===== config.mk =====
export PLATFORM = sky130hd
export DESIGN_NAME = windowed_pulse_counter
export DESIGN_NICKNAME = d
export VERILOG_FILES = /design/src/rtl/windowed_pulse_counter.sv
export SDC_FILE = /design/constraint.sdc
export NUM_CORES = 1
export LEC_CHECK = 0
export BUFFER_PORTS_ARGS = -buffer_cell sky130_fd_sc_hd__clkbuf_2
export CAP_MARGIN = 10
export CORE_MARGIN = 8
export CORE_UTILIZATION = 54
export DETAILED_ROUTE_END_ITERATION = 7
export PLACE_DENSITY = 0.85
export SKIP_CTS_REPAIR_TIMING = 1
export SYNTH_ARGS = -nofsm -noshare
export SYNTH_HDL_FRONTEND = slang
export SYNTH_SLANG_ARGS = --single-unit

===== constraint.sdc =====
create_clock -name clk_in -period 3.4 [get_ports clk_in]
set_clock_uncertainty 0.1 [all_clocks]
set_input_delay 0.68 -clock clk_in [delete_from_list [all_inputs] [get_ports clk_in]]
set_output_delay 0.68 -clock clk_in [all_outputs]
set_load 0.01 [all_outputs]

===== src/rtl/windowed_pulse_counter.sv =====
// Counts per-channel events (edges or high cycles) of asynchronous inputs over a
// programmable window of clk_in cycles, single-shot or back-to-back continuous.

module windowed_pulse_counter #(
    parameter int CHANNELS     = 4,
    parameter int COUNT_WIDTH  = 32,
    parameter int WINDOW_WIDTH = 32
) (
    input  logic                            clk_in,
    input  logic                            rst_in,
    input  logic [CHANNELS-1:0]             signal_in,
    input  logic [1:0]                      mode_in,
    input  logic [WINDOW_WIDTH-1:0]         window_in,
    input  logic                            continuous_in,
    input  logic                            start_in,
    input  logic                            abort_in,
    output logic                            busy_out,
    output logic [CHANNELS*COUNT_WIDTH-1:0] tally_out,
    output logic                            valid_out,
    output logic [CHANNELS-1:0]             overflow_out
);

    typedef enum logic {
        ST_IDLE = 1'b0,
        ST_RUN  = 1'b1
    } state_t;

    typedef enum logic [1:0] {
        MODE_RISE = 2'b00,
        MODE_FALL = 2'b01,
        MODE_HIGH = 2'b10,
        MODE_BOTH = 2'b11
    } mode_t;

    localparam logic [COUNT_WIDTH-1:0] COUNT_MAX = '1;

    state_t                               r_state;
    state_t                               w_next_state;
    mode_t                                r_mode;
    logic                                 r_continuous;
    logic [WINDOW_WIDTH-1:0]              r_window;
    logic [WINDOW_WIDTH-1:0]              r_cycle;
    logic [CHANNELS-1:0]                  r_sync1;
    logic [CHANNELS-1:0]                  r_sync2;
    logic [CHANNELS-1:0]                  r_prev;
    logic [CHANNELS-1:0][COUNT_WIDTH-1:0] r_acc;
    logic [CHANNELS-1:0][COUNT_WIDTH-1:0] w_acc_next;
    logic [CHANNELS-1:0][COUNT_WIDTH-1:0] r_tally;
    logic [CHANNELS-1:0]                  r_ovf;
    logic [CHANNELS-1:0]                  w_ovf_next;
    logic [CHANNELS-1:0]                  r_ovf_out;
    logic [CHANNELS-1:0]                  w_event;
    logic                                 r_valid;
    logic                                 w_start_ok;
    logic                                 w_last_cycle;

    assign w_start_ok   = start_in && (window_in != '0);
    assign w_last_cycle = (r_cycle == r_window - WINDOW_WIDTH'(1));

    // NOTE: sequential state uses <= so each stage samples the pre-edge value of the stage before it.
    always_ff @(posedge clk_in) begin
        if (rst_in) begin
            r_sync1 <= '0;
            r_sync2 <= '0;
            r_prev  <= '0;
        end else begin
            r_sync1 <= signal_in;
            r_sync2 <= r_sync1;
            r_prev  <= r_sync2;
        end
    end

    // NOTE: every always_comb output gets a default first so no path can infer a latch.
    always_comb begin
        w_event = '0;
        case (r_mode)
            MODE_RISE: w_event = r_sync2 & ~r_prev;
            MODE_FALL: w_event = ~r_sync2 & r_prev;
            MODE_HIGH: w_event = r_sync2;
            MODE_BOTH: w_event = r_sync2 ^ r_prev;
            default:   w_event = '0;
        endcase
    end

    // A saturated channel holds its count and records the lost event as overflow.
    always_comb begin
        w_acc_next = r_acc;
        w_ovf_next = r_ovf;
        for (int k = 0; k < CHANNELS; k++) begin
            if (w_event[k]) begin
                if (r_acc[k] == COUNT_MAX) begin
                    w_ovf_next[k] = 1'b1;
                end else begin
                    w_acc_next[k] = r_acc[k] + COUNT_WIDTH'(1);
                end
            end
        end
    end

    always_comb begin
        w_next_state = r_state;
        case (r_state)
            ST_IDLE: begin
                if (w_start_ok) begin
                    w_next_state = ST_RUN;
                end
            end
            ST_RUN: begin
                if (abort_in) begin
                    w_next_state = ST_IDLE;
                end else if (w_last_cycle && !r_continuous) begin
                    w_next_state = ST_IDLE;
                end
            end
            default: w_next_state = ST_IDLE;
        endcase
    end

    always_ff @(posedge clk_in) begin
        if (rst_in) begin
            r_state <= ST_IDLE;
        end else begin
            r_state <= w_next_state;
        end
    end

    // NOTE: the accumulators are plain flops, not RAM, so they are reset like any other register.
    always_ff @(posedge clk_in) begin
        if (rst_in) begin
            r_mode       <= MODE_RISE;
            r_continuous <= 1'b0;
            r_window     <= '0;
            r_cycle      <= '0;
            r_acc        <= '0;
            r_ovf        <= '0;
            r_tally      <= '0;
            r_ovf_out    <= '0;
            r_valid      <= 1'b0;
        end else begin
            r_valid <= 1'b0;
            case (r_state)
                ST_IDLE: begin
                    if (w_start_ok) begin
                        r_mode       <= mode_t'(mode_in);
                        r_continuous <= continuous_in;
                        r_window     <= window_in;
                        r_cycle      <= '0;
                        r_acc        <= '0;
                        r_ovf        <= '0;
                    end
                end
                ST_RUN: begin
                    // Abort wins over completion: no publish, outputs keep the last window.
                    if (!abort_in) begin
                        if (w_last_cycle) begin
                            r_tally   <= w_acc_next;
                            r_ovf_out <= w_ovf_next;
                            r_valid   <= 1'b1;
                            r_acc     <= '0;
                            r_ovf     <= '0;
                            r_cycle   <= '0;
                        end else begin
                            r_acc   <= w_acc_next;
                            r_ovf   <= w_ovf_next;
                            r_cycle <= r_cycle + WINDOW_WIDTH'(1);
                        end
                    end
                end
                default: ;
            endcase
        end
    end

    assign busy_out     = (r_state == ST_RUN);
    assign tally_out    = r_tally;
    assign valid_out    = r_valid;
    assign overflow_out = r_ovf_out;

endmodule


==> results of run 1 <==
sequential cells by signal, summed over array words and instances, names as in the netlist:
signal,cells
valid_out,1
r_sync2,4
r_sync1,4
r_prev,4
r_acc,128
tally_out,128
overflow_out,4
r_mode,2
r_continuous,1
busy_out,1
r_window,32
r_ovf,4
r_cycle,32
cell families after synthesis:
kind of cell | synth area share [%]
simple gates | 25.6
mux | 3.46
compound gates | 11.4
xor+xnor | 13.3
fa+ha+maj | 1.04
flops | 40.9
buf+inv | 4.29
Yosys cell counts (all sizes together), types with 3 or more instances:
library cell	count	area share, %
buf	48	1.8
o211ai	5	0.22
a2111oi	3	0.16
a21oi	15	0.44
and2	14	0.52
o31a	3	0.16
a22o	16	0.83
or4	10	0.47
nand2	139	3.1
o31ai	4	0.18
nand3b	9	0.40
nand2b	12	0.44
nor2b	15	0.56
nand4	55	2.0
nor3	49	1.5
o41ai	3	0.16
nor2	389	8.6
mux4	5	0.67
a311oi	7	0.36
or3	13	0.48
ha	14	1.0
xor2	121	6.3
a211oi	111	5.0
dfxtp	345	41
o22ai	5	0.19
xnor2	136	7.1
o21ai	29	0.86
o311ai	3	0.20
a221o	17	1.0
and3	60	2.2
nor4	36	1.4
or2	7	0.26
clkbuf	73	1.6
a31oi	5	0.19
mux2i	46	2.7
a21o	16	0.71
and4	11	0.57
nand3	84	2.5
inv	41	0.91
area by class of cell:
| class | count | area share [%] |
|---|---|---|
| Antenna cell | 1 | 0.0120 |
| Clock buffer | 52 | 5.06 |
| Clock inverter | 14 | 0.874 |
| Inverter | 41 | 0.741 |
| Multi-Input combinational cell | 1492 | 46.5 |
| Sequential cell | 345 | 33.3 |
| Tap cell | 396 | 2.39 |
| Timing Repair Buffer | 298 | 11.2 |
path summary, 6_finish.rpt:
kind                start              to  slack (ps)  cells past startpoint
max           r_window[3]  tally_out[121]        -170                     15
min          signal_in[2]      r_sync1[2]         260                      2
max reg2reg   r_window[3]  tally_out[121]        -170                     15
min reg2reg      r_ovf[0]        r_ovf[0]         350                      2
per-layer routing:
| layer | up-vias | GRT usage, % |
|---|---|---|
| li1 | 7405 | - |
| met1 | 7345 | 28.0 |
| met2 | 648 | 38.9 |
| met3 | 144 | 4.01 |
| met4 | 0 | 9.64 |
| met5 | - | 0 |
per-stage QoR:
step | util (%) | area, sq um
floorplan | - | 16900
global placement | 60.5 | 18500
detailed placement | 60.5 | 18500
CTS | 64.5 | 19800
global route | 67.7 | 20800
finish | 67.7 | 20800
power by group through the flow:
stage,Clock (mW),Combinational (mW),Sequential [mW]
final,4.06,0.790,4.12
after detailed placement,0,0.648,4.20
after floorplan,0,0.405,4.20
after CTS,4.10,0.650,4.11
after global placement,0,0.634,4.20
after global routing,4.28,0.845,4.12
critical path, stage by stage, from the launching register on:
cell       delay (ps)
dfxtp_4           360
or4_4             540
or2_4             270
buf_4             160
nor4_2            230
buf_4             180
mux2i_4           230
nand3_2           100
nand4bb_4         260
nor3_4            210
buf_12            180
buf_12            150
buf_8             120
clkbuf_16         140
nor2_1             50
a211oi_1          200
==> summary.md, run 1 <==
| Metric | Value |
|---|---|
| Status | `complete, but fails checks` |
| Failing checks | `negative setup slack` |
| H-tree levels | `2` |
| Synth-to-layout area growth | `23.0%` |
| Num CTS Buffers | `36` |
| Top Metal Used | `met4` |
| Synth Flop Type | `dfxtp_1` |
| DR pass1 iterations | `6` |
| Largest net degree at the start of global routing | `54` |
| Ys Warns | `0` |
| Most common cell after layout, fill and taps aside | `nor2_1` |
| Max-Cap Viols | `0` |
| Post-DR wirelength/cell | `18.3 microns` |
| Pwr per Cell Area | `432 nW/um^2` |
| EDFF count, synth | `0` |
| Max Buffers Root-to-Sink | `3` |
| Iter 0 DRT Violations | `1295` |
| Congestion Overflow GR | `0` |
| Worst Setup Path Type | `flop to flop` |
| Fin Setup TNS | `-5510 ps` |
| Core area | `30700 sq um` |
| Crit path DAT | `3910 ps` |
| Sw Share | `24.1%` |
| Syn nets | `2055` |
| Antenna violations before repair | `0` |
| # placed instances | `2536` |
| Worst Tran Pin Value | `888 ps` |
| Total GRT Usage | `22.8%` |
| Max_slew headroom | `40.4%` |
| Routed met1 length | `20000 microns` |
| Startpoint types | `flop` |
| Dpl ws | `-254 ps` |
| Share of cells above drive strength 1 | `19.4%` |
| Syn_area_per_cell | `8.45 sq um` |
| Final setup fails | `97` |
| Seq pwr share | `45.9%` |
| Hold Path Class | `input pin to flop` |
| Initial core utilization | `55.1%` |
| Port buffer count | `176` |
| Worst EP required | `3740 ps` |
| Post-route setup slack | `-172 ps` |
| WL met3 | `3370 microns` |
| Post-synth ARST share | `0%` |
| CP endpoint kind | `flop` |
| ANT nets after route | `0` |
| Clock power frac | `45.3%` |
| Vias in the first global route | `14600` |
| Final Hold Fails | `0` |
| Post-synthesis register bit count | `345` |
| Hold_ws | `262 ps` |
| Tot Pwr | `8.97 mW` |
| Final worst-path cycle share | `105%` |
| Routed wire length | `48200 microns` |
| P_sw | `2.16 mW` |
| GPL Wtd Cong | `0.887` |
| CP Max Fanout | `6` |
| # clock sinks | `345` |
| Combinational Power Share | `8.8%` |
| Clock Root Buffer | `clkbuf_16` |
| Post-Syn Instances | `1998` |
| F_max | `0.280 GHz` |
| DP HPWL | `32000 microns` |
| Row count | `64` |
| Clk slew on worst S/H paths | `60 ps` |
| Most frequent cells in the layout | `nor2_1 (387), dfxtp_1 (343), clkbuf_2 (175)` |
| Die area | `37200 sq um` |
| CTS tree | `done` |
| Internal | `6.81 mW` |
| First-pass GRT wire length | `70600 microns` |
| Distinct cell type count after synthesis | `66` |
| Final Max Slew Viols | `0` |
| Final #Nets | `2271` |
| Final Critical Period | `3570 ps` |
| Boundary pin count | `177` |
| Post-Syn Area | `16900 sq um` |
| RSZ-0062 raised after global routing | `true` |
| Non-Filler Instances | `2639` |
| Met2 WL | `23100 microns` |
| FF+latch area | `6910 sq um` |
| Footprint of the multi-input gates | `9650 sq um` |
| # DRC | `0` |
| Die W | `193 microns` |
| Die Y | `193 microns` |
| Register area share after synthesis | `40.9%` |
| Routed vias/inst | `5.89` |
| Total number of vias | `15500` |
| Filler cells | `2291` |
| Worst VDD drop | `352 uV` |
| Leak | `7.87 nW` |
| Worst skew pair latency | `530 ps` |
Power figures use the tool's default switching activity.
==> run 2: changes to the inputs <==
BUFFER_PORTS_ARGS = -buffer_cell sky130_fd_sc_hd__buf_2   (was -buffer_cell sky130_fd_sc_hd__clkbuf_2)
GPL_ROUTABILITY_DRIVEN = 0   (was unset)
HOLD_SLACK_MARGIN = 0.02   (was unset)
==> run 2 against run 1 <==
Final cell count fell by 1.1%. Critical path type unchanged. Maximum frequency grew 3.4%. Die area unchanged. The flow still finishes with violations (negative setup slack). Non-clock buffer count decreased by 26. Critical endpoint is now tally_out[31]. First-iteration DRC count decreased by 14%. Sequential cell count did not move. Total power fell by 0.26%. Global-route usage down 0.39 points. Clock power up 1%. Utilization is 1.4 points lower.
==> summary.md, run 2 (same netlist as run 1, synthesis figures left out) <==
| Metric | Value |
|---|---|
| Hold Path Class | `input pin to flop` |
| F_max | `0.290 GHz` |
| Core area | `30700 sq um` |
| # clock sinks | `345` |
| Tot Pwr | `8.95 mW` |
| Worst VDD drop | `352 uV` |
| Max_slew headroom | `38.0%` |
| Final Critical Period | `3450 ps` |
| DR pass1 iterations | `7` |
| Startpoint types | `flop` |
| Share of cells above drive strength 1 | `18.1%` |
| Total number of vias | `15300` |
| Routed vias/inst | `5.84` |
| Failing checks | `negative setup slack` |
| Worst EP required | `3730 ps` |
| Boundary pin count | `177` |
| Final Hold Fails | `0` |
| Met2 GRT Util | `38.1%` |
| Seq pwr share | `46.0%` |
| Clock power frac | `45.9%` |
| Antenna violations before repair | `0` |
| Final setup fails | `69` |
| Max-Cap Viols | `0` |
| Congestion Overflow GR | `0` |
| CP Max Fanout | `16` |
| Die area | `37200 sq um` |
| Pwr per Cell Area | `440 nW/um^2` |
| Worst Setup Path Type | `flop to flop` |
| Clk slew on worst S/H paths | `60 ps` |
| Total GRT Usage | `22.4%` |
| H-tree levels | `2` |
| Leak | `7.76 nW` |
| CP endpoint kind | `flop` |
| P_sw | `2.14 mW` |
| Final Max Slew Viols | `0` |
| Iter 0 DRT Violations | `1114` |
| Antenna diodes | `0` |
| Port buffer count | `176` |
| Max Buffers Root-to-Sink | `3` |
| Ordered list of cells on the worst path | `or4_4 > or2_4 > o311ai_2 > nand4_1 > or4_4 > nor3_4 > buf_12 > buf_4 > buf_12 > nor2_1 > a311oi_1` |
| Routed wire length | `45400 microns` |
| Largest net degree at the start of global routing | `81` |
| # placed instances | `2528` |
| Vias in the first global route | `14400` |
| Crit-path slowest cell | `or4_4` |
| R2R Setup Slk | `-50 ps` |
| RSZ-0062 raised after global routing | `true` |
| Final #Nets | `2245` |
| First-pass GRT wire length | `69700 microns` |
| Most frequent cells in the layout | `nor2_1 (388), dfxtp_1 (342), buf_2 (175)` |
| Worst skew pair latency | `530 ps` |
| Combinational Power Share | `8.0%` |
| Initial core utilization | `55.1%` |
| GR Util met3 | `3.58%` |
| Die Y | `193 microns` |
| Reg-to-reg endpoint | `tally_out[31]` |
| Final worst-path cycle share | `102%` |
| Slowest Stage Delay on Critical Path | `590 ps` |
| ANT nets after route | `0` |
| Synth-to-layout area growth | `20.4%` |
| Most common cell after layout, fill and taps aside | `nor2_1` |
| CP startpoint | `r_window[3]` |
| Status | `complete, but fails checks` |
| Sw Share | `23.9%` |
| Internal | `6.81 mW` |
| R2R Path Start | `r_window[3]` |
| Row count | `64` |
| Num CTS Buffers | `37` |
| Routing usage on met1 | `27.5%` |
| Crit path DAT | `3780 ps` |
| CTS tree | `done` |
| # DRC | `0` |
| GRT Max-Usage Layer | `met2` |
| Clock Root Buffer | `clkbuf_16` |
| Post-route setup slack | `-54.2 ps` |
| Non-Filler Instances | `2610` |
| Post-DR wirelength/cell | `17.4 microns` |
| FF-to-FF path depth | `11` |
| Die W | `193 microns` |
| DP HPWL | `31400 microns` |
| Worst Tran Pin Value | `923 ps` |
| Crit path to | `tally_out[31]` |
## run 2: changes by cell type in the layout (fill, tap and decap cells not counted), moves of 4 or more
cell	delta
buf_2	+175
clkbuf_2	-175
a211oi_1	+8
a211oi_2	-8
buf_4	-8
buf_6	-7
clkbuf_16	-5
buf_8	-4
## run 2: worst min-delay path by stage
| stage | from | endpoint | slack (ps) | cells after the start |
|---|---|---|---|---|
| 2_1_floorplan | r_sync1[0] | r_sync2[0] | 310 | 1 |
| 3_3_place_gp | r_sync1[1] | r_sync2[1] | 330 | 1 |
| 3_5_place_dp | r_sync1[1] | r_sync2[1] | 320 | 1 |
| 4_1_cts | signal_in[3] | r_sync1[3] | 260 | 2 |
| 5_1_grt | signal_in[3] | r_sync1[3] | 270 | 2 |
| 6_report | signal_in[3] | r_sync1[3] | 270 | 2 |
## run 2: layout make-up
cell class / instances / area, sq um
clock buffer: 51 / 1070
clock inverter: 14 / 178
fill: 2305 / 10300
inverter: 41 / 154
multi-input combinational: 1491 / 9590
sequential: 345 / 6910
tap: 396 / 495
timing repair buffer: 272 / 1950
## run 2: through the flow
stage	hold slack, ps	setup WS (ps)	utilization [%]	setup TNS [ps]	area, sq um
floorplan	314	55.3	-	0	16900
global placement	325	-51.7	60.3	-3110	18500
detailed placement	323	-206	60.3	-16180	18500
CTS	263	-259	64.3	-21930	19700
global route	270	-213	66.3	-30980	20300
finish	272	-54.2	66.3	-1610	20300
## run 2: power by group through the flow
stage	combinational, mW	clock (mW)	sequential [mW]
final	0.720	4.11	4.12
after floorplan	0.405	0	4.20
after global placement	0.607	0	4.20
after detailed placement	0.628	0	4.20
after global routing	0.769	4.34	4.12
after CTS	0.631	4.15	4.11
## run 2: metal layers
layer,up-vias,wire length (microns)
li1,7334,-
met1,7191,18800
met2,592,21700
met3,138,3070
met4,0,1770
met5,-,0
## run 2: worst max-delay path: cells and delay by family (launching register included)
family	cells	cell delay, ps
AND/OR/NAND/NOR	6	1870
AO/OA/AOI/OAI	2	610
buffers and inverters	3	430
flip-flops	1	340
==> run 3: changes to the inputs <==
SKIP_LAST_GASP = 1   (was unset)
==> run 3 against run 2 <==
Critical endpoint is now r_acc[91]. Final cell count unchanged. Maximum frequency decreased by 3.6%. The run still ends with negative setup slack left. Sequential cell count unchanged. Non-clock buffer count unchanged. Combinational power about the same. Die area unchanged. First-iteration DRC count increased by 4.6%. Utilization about the same.
==> summary.md, run 3 (same netlist as run 1, synthesis figures left out) <==
| Metric | Value |
|---|---|
| Status | `complete, but fails checks` |
| Failing checks | `negative setup slack` |
| Worst Tran Pin Value | `897 ps` |
| Max-Cap Viols | `0` |
| Leak | `7.76 nW` |
| Crit path DAT | `3900 ps` |
| First-pass GRT wire length | `69700 microns` |
| Final setup fails | `245` |
| F_max | `0.279 GHz` |
| # placed instances | `2528` |
| Final #Nets | `2245` |
| CP endpoint kind | `flop` |
| Fin Setup TNS | `-16330 ps` |
| WL met3 | `3270 microns` |
| Top Metal Used | `met4` |
| Die Y | `193 microns` |
| CP Max Fanout | `42` |
| Post-DP Area | `18500 sq um` |
| Vias in the first global route | `14400` |
| Post-route cell area | `20300 sq um` |
| Worst Setup Path Type | `flop to flop` |
| # clock sinks | `345` |
| Filler cells | `2308` |
| Hold_ws | `270 ps` |
| Non-Filler Instances | `2610` |
| Post-DR wirelength/cell | `17.5 microns` |
| Final Critical Period | `3580 ps` |
| Routed met1 length | `18700 microns` |
| Iter 0 DRT Violations | `1165` |
| Antenna diodes | `0` |
| Routed vias/inst | `5.89` |
| Congestion Overflow GR | `0` |
| Hold Path Class | `input pin to flop` |
| Die W | `193 microns` |
| Largest net degree at the start of global routing | `81` |
| DP HPWL | `31400 microns` |
| RSZ-0062 raised after global routing | `true` |
| Final worst-path cycle share | `105%` |
| Origin of the worst min-delay path | `signal_in[3]` |
| Tot Pwr | `8.96 mW` |
| ANT nets after route | `0` |
| Port buffer count | `176` |
| Share of cells above drive strength 1 | `18.0%` |
| Synth-to-layout area growth | `20.4%` |
| Worst skew pair latency | `530 ps` |
| DR pass1 iterations | `6` |
| Max_slew headroom | `39.7%` |
| Worst EP required | `3720 ps` |
| Startpoint types | `flop` |
| CP startpoint | `r_window[3]` |
| Boundary pin count | `177` |
| Row count | `64` |
| Pwr per Cell Area | `441 nW/um^2` |
| Most frequent cells in the layout | `nor2_1 (388), dfxtp_1 (342), buf_2 (175)` |
| Routed wire length | `45600 microns` |
| # DRC | `0` |
| Most common cell after layout, fill and taps aside | `nor2_1` |
| Core area | `30700 sq um` |
| Core Util, Final | `66.3%` |
| Final Max Slew Viols | `0` |
| Antenna violations before repair | `0` |
| Worst VDD drop | `354 uV` |
| Clk slew on worst S/H paths | `60 ps` |
| Post-route setup slack | `-183 ps` |
| Max Buffers Root-to-Sink | `3` |
| CTS tree | `done` |
| Num CTS Buffers | `37` |
| Clock Root Buffer | `clkbuf_16` |
| Initial core utilization | `55.1%` |
| Die area | `37200 sq um` |
| Total number of vias | `15400` |
| Met2 WL | `21900 microns` |
| R2R Path Start | `r_window[3]` |
| Dpl ws | `-206 ps` |
| H-tree levels | `2` |
| Total GRT Usage | `22.4%` |
| Final Hold Fails | `0` |
run 3: worst max-delay path, cell delays in order (launching register included):
cell	delay [ps]
dfxtp_2	340
or4_4	550
or2_4	300
nor4_4	320
buf_4	210
mux2i_4	250
nand3_2	130
buf_4	160
and4bb_2	350
a211oi_4	100
buf_12	220
and3_1	190
a221o_1	250
run 3: routing by layer:
| layer | global-route usage (%) | vias to the layer above |
|---|---|---|
| li1 | - | 7330 |
| met1 | 27.5 | 7272 |
| met2 | 38.1 | 624 |
| met3 | 3.58 | 138 |
| met4 | 10.3 | 0 |
| met5 | 0 | - |
run 3: area by class of cell:
class                   instances  area, sq um  share of cell area (%)
clock buffers                  51         1070                    5.26
well taps                     396          495                    2.44
multi-input cells            1491         9580                    47.1
repair buffers                272         1940                    9.56
inverters                      41          154                   0.757
clock inverters                14          178                   0.874
flip-flops and latches        345         6910                    34.0
run 3: path summary, 6_finish.rpt:
kind | depth (start not counted) | to | slack [ps]
worst max-delay path | 12 | r_acc[91] | -180
worst min-delay path | 2 | r_sync1[3] | 270
worst max register to register | 12 | r_acc[91] | -180
worst min register to register | 1 | r_sync2[1] | 350
run 3: report_power, final:
group	internal (mW)	switching, mW
Sequential	4.08	0.0412
Combinational	0.285	0.435
Clock	2.45	1.67
